<file path="src/rtl/cordic_iter_ctrl.sv">
// Iteration sequencer for the CORDIC z-angle accumulator: arctan ROM, iteration counter, start/done handshake.
// Optional CORDIC_VECTORING_EN adds mode/ysign inputs for vectoring-mode direction control.
module cordic_iter_ctrl #(
   parameter int unsigned ITER = 16,
   parameter int unsigned W    = 16
) (
   input  logic         clk,
   input  logic         reset,
   input  logic         start,
   input  logic         zsign,
`ifdef CORDIC_VECTORING_EN
   input  logic         mode,
   input  logic         ysign,
`endif
   output logic         load,
   output logic         stop,
   output logic         cin,
   output logic [W-1:0] zrom,
   output logic [3:0]   shift_amt,
   output logic         busy,
   output logic         done
);

   localparam int unsigned CNT_W = 4;
   localparam logic [CNT_W-1:0] LAST = CNT_W'(ITER - 1);

   typedef enum logic [1:0] {
      S_IDLE,
      S_LOAD,
      S_RUN,
      S_DONE
   } state_e;

   state_e           state_q;
   logic [CNT_W-1:0] iter_q;
   logic             load_q;
   logic             stop_q;
   logic             busy_q;
   logic             done_q;
   logic             dir_c;

   // arctan(2^-i) with 1 rad = 2^13 LSB
   function automatic logic [15:0] atan_rom(input logic [CNT_W-1:0] idx);
      case (idx)
         4'd0:  atan_rom = 16'h1922;
         4'd1:  atan_rom = 16'h0ED6;
         4'd2:  atan_rom = 16'h07D7;
         4'd3:  atan_rom = 16'h03FB;
         4'd4:  atan_rom = 16'h01FF;
         4'd5:  atan_rom = 16'h0100;
         4'd6:  atan_rom = 16'h0080;
         4'd7:  atan_rom = 16'h0040;
         4'd8:  atan_rom = 16'h0020;
         4'd9:  atan_rom = 16'h0010;
         4'd10: atan_rom = 16'h0008;
         4'd11: atan_rom = 16'h0004;
         4'd12: atan_rom = 16'h0002;
         4'd13: atan_rom = 16'h0001;
         4'd14: atan_rom = 16'h0001;
         4'd15: atan_rom = 16'h0000;
      endcase
   endfunction

`ifdef CORDIC_VECTORING_EN
   logic mode_q;
   assign dir_c = mode_q ? ysign : ~zsign;
`else
   assign dir_c = ~zsign;
`endif

   // Sequencer; handshake outputs are registered alongside the state
   always_ff @(posedge clk) begin
      if (reset) begin
         state_q <= S_IDLE;
         iter_q  <= '0;
         load_q  <= 1'b0;
         stop_q  <= 1'b1;
         busy_q  <= 1'b0;
         done_q  <= 1'b0;
`ifdef CORDIC_VECTORING_EN
         mode_q  <= 1'b0;
`endif
      end else begin
         load_q <= 1'b0;
         done_q <= 1'b0;
         case (state_q)
            S_IDLE: begin
               if (start) begin
                  state_q <= S_LOAD;
                  load_q  <= 1'b1;
                  busy_q  <= 1'b1;
                  stop_q  <= 1'b1;
               end
            end
            S_LOAD: begin
               state_q <= S_RUN;
               iter_q  <= '0;
               stop_q  <= 1'b0;
`ifdef CORDIC_VECTORING_EN
               mode_q  <= mode;
`endif
            end
            S_RUN: begin
               if (iter_q == LAST) begin
                  state_q <= S_DONE;
                  iter_q  <= '0;
                  stop_q  <= 1'b1;
                  busy_q  <= 1'b0;
                  done_q  <= 1'b1;
               end else begin
                  iter_q <= iter_q + CNT_W'(1);
               end
            end
            S_DONE: begin
               state_q <= S_IDLE;
            end
            default: begin
               state_q <= S_IDLE;
            end
         endcase
      end
   end

   // ROM and direction are combinational so the accumulator sees them within the same cycle
   assign zrom      = (state_q == S_RUN) ? W'(atan_rom(iter_q)) : '0;
   assign cin       = (state_q == S_RUN) & dir_c;
   assign shift_amt = iter_q;
   assign load      = load_q;
   assign stop      = stop_q;
   assign busy      = busy_q;
   assign done      = done_q;

endmodule
</file>
<file path="config.mk">
export PLATFORM = sky130hd
export DESIGN_NAME = cordic_iter_ctrl
export DESIGN_NICKNAME = d
export VERILOG_FILES = /design/src/rtl/cordic_iter_ctrl.sv
export SDC_FILE = /design/constraint.sdc
export NUM_CORES = 1
export LEC_CHECK = 0
export ABC_AREA = 1
export CAP_MARGIN = 0
export CELL_PAD_IN_SITES_DETAIL_PLACEMENT = 1
export CELL_PAD_IN_SITES_GLOBAL_PLACEMENT = 2
export CORE_MARGIN = 3
export CORE_UTILIZATION = 24
export DETAILED_ROUTE_END_ITERATION = 6
export PLACE_DENSITY = 0.78
export SLEW_MARGIN = 20
export SYNTH_ARGS = -nofsm -noshare
export SYNTH_HDL_FRONTEND = slang
export SYNTH_SLANG_ARGS = --single-unit
</file>
<file path="constraint.sdc">
create_clock -name clk -period 2 [get_ports clk]
set_clock_uncertainty 0.15 [all_clocks]
set_input_delay 0.4 -clock clk [delete_from_list [all_inputs] [get_ports clk]]
set_output_delay 0.4 -clock clk [all_outputs]
set_load 0.01 [all_outputs]
</file>
==> results.yml <==
routing:
  route.met2.wl_mm: 1.46
  drt_drc_violations_left: 0
  wl_mm: 3.07
  drtIter0Drc: 18
  antenna_left: 0
  dr.max_layer_used: "met4"
  drtPass1Iterations: 3
  route.met3.wl_um: 77
  wl_met1_mm: 1.48
  avgViaCountPerCell: 3.88
  wl_per_cell_um: 10.1
  route.vias.total: 1182
synth:
  yosys_register_bits: 23
  yosysTopAreaCell: "dfxtp_1"
  synth_top_area_share: 0.347
  ys.flop_type: "dfxtp_1"
  ys_types: 23
  async_flop_share: 0
  synth_area_sq_mm: 0.00133
  yosysWarnings: 0
  syn_inst: 190
  ys_seq_area_frac: 0.347
  synth_most_common_cell: "nand2_1"
  avgSynthCellArea_sq_um: 6.97
  ys_top_cells_by_area: "dfxtp_1 35%, nand2_1 18%, inv_1 10%"
  ys_top_cells_by_count: "64 x nand2_1, 36 x inv_1, 23 x dfxtp_1"
  synth-edff-count: 0
timing:
  clock.fmax_ghz: 0.531
  tns_ns: 0
  slew_violations: 0
  rsz0062_at_grt: "no"
  timing_hold_violations_final: 0
  finalCritPeriodShare: 0.942
  setup_viol: 0
  finalCriticalPeriod_ns: 1.88
  holdWs_ns: 0.319
critical_path:
  crit_chain: "inv_2, ha_4, buf_12, inv_1, nor2_1, clkdlybuf4s15_1"
  critPathArrivalTime_ns: 1.33
  endpoint_kind: "output port"
  path_max_fanout: 12
  cpLargestDelayFamily: "buffers and inverters"
  worst-setup-path-type: "flip-flop to output port"
  slowest_delay_ns: 0.33
  required_ns: 1.45
  critPathLaunchType: "flip-flop"
  critPathSlowestCell: "dfxtp_2"
  cp_num_buf_inv: 4
power:
  p_leak_nw: 1.09
  ir_worst_vdd_uv: 474
  power_density_mw_per_mm2: 1310
clock_network:
  clock-root-buffer: "clkbuf_8"
  cts_tree: "done"
  cts_made_buffers: 3
  clk_pin_slew_worst_paths_ns: 0.08
  cts_buffer_depth: 2
  insertion_delay_ns: 0.26
  cts.hold.buffers_added: 0
  cts_num_sinks: 23
  htree_levels: 1
placement:
  place_congestion: 0.723
  port_buffers: 25
  dpl.hpwl_mm: 2.52
cells_and_area:
  area_growth_pct: 41.9
  final_nets: 250
  drive_gt1_frac: 0.238
  insertedDiodeCount: 0
die:
  coreArea_sq_mm: 0.00524
  fp.dieW_um: 80.3
  io_pins: 29
  die_h_um: 80.3
  num_rows: 26
  start_util: 0.253
  die_area_sq_mm: 0.00645
global_routing:
  grt_overflow: 0
  grt_pass1_wl_mm: 5.68
  track_usage: 0.112
  grt_pass1_vias: 1222
  grt_max_degree: 13
  antenna_found_initial: 0
outcome:
  status: "finished clean"
worst_hold_path:
  holdCritPathClass: "flip-flop to flip-flop"
flow_run:
  cap_violations: 0
==> report_power, final <==
group          total [mW]  switching [mW]  internal [mW]  leakage [nW]
sequential          0.653          0.0521          0.601         0.190
clock               0.288           0.146          0.142        0.0228
combinational        1.52           0.822          0.697         0.875
total                2.46            1.02           1.44          1.09
==> layer usage <==
layer	track usage	vias to the layer above
li1	-	636
met1	0.138	523
met2	0.196	19
met3	0.0179	4
met4	0.0405	0
met5	0	-
==> area by class of cell <==
type | count | area (sq um)
timing repair buffer | 45 | 400
sequential | 23 | 463
clock buffer | 4 | 45.0
inverter | 39 | 146
multi-input combinational | 124 | 738
fill | 683 | 3360
tap | 70 | 87.6
==> cell families (layout without fill, tap and decap cells) <==
kind of cell    Yosys count  after routing  synth area share
compound gates           10             10            0.0453
fa+ha+maj                10             10            0.0944
buf+inv                  45             88             0.144
flops                    23             23             0.347
other cells               1              3           0.00283
simple gates            101            101             0.365
==> per-stage QoR <==
| stage | utilization | setup slack, ns | cells | cell area [sq um] | total power [mW] |
|---|---|---|---|---|---|
| 5_1_grt | 0.359 | 0.00511 | 305 | 1880 | 2.74 |
| 3_3_place_gp | 0.341 | -0.0612 | 301 | 1790 | 2.09 |
| 4_1_cts | 0.353 | 0.0469 | 305 | 1850 | 2.44 |
| 6_report | 0.359 | 0.116 | 305 | 1880 | 2.46 |
| 3_5_place_dp | 0.341 | -0.0862 | 301 | 1790 | 2.12 |
| 2_1_floorplan | - | 0.0432 | 192 | 1330 | 1.52 |
==> path summary, 6_finish.rpt <==
kind,startpoint,end,slack (ns),depth (start not counted)
setup reg to reg,state_q[1]$_SDFFE_PP0P_,flip-flop,0.14,12
hold / removal,busy$_SDFFE_PP0P_,busy$_SDFFE_PP0P_,0.32,2
setup / recovery,state_q[0]$_SDFFE_PP0P_,cin,0.12,6
hold reg to reg,busy$_SDFFE_PP0P_,busy$_SDFFE_PP0P_,0.32,2
==> cell usage in the layout, fill, tap and decap left out <==
cell and instances:
clkbuf_8 3, nor3_1 3, buf_6 1, o21ai_0 2, nand2_1 63, buf_12 1, a21oi_1 4, dlygate4sd2_1 13
ha_4 3, o21ai_4 1, buf_4 18, dfxtp_1 21, o211ai_1 1, inv_2 8, nor2_1 14, o21ai_1 1
clkdlybuf4s50_1 11, nand3_4 1, nor2_8 2, nor2_4 2, conb_1 3, nor2_2 1, clkbuf_1 1, clkdlybuf4s15_1 1
nand3_1 4, nand2_4 3, nand2_2 8, ha_1 6, inv_1 31, ha_2 1, dfxtp_2 2, o21ai_2 1
==> tightest hold or removal path, cell delays in order (launching register included) <==
cell     delay (ns)
dfxtp_1        0.32
nand3_1        0.07
nand2_1        0.04
==> timing repair <==
item,CTS,global route
gates resized for setup,22,10
buffers inserted,0,0
pin swaps,1,1
setup endpoints to repair,21,14
cloned,0,0
No activity file was read; power rests on OpenSTA's default activity.
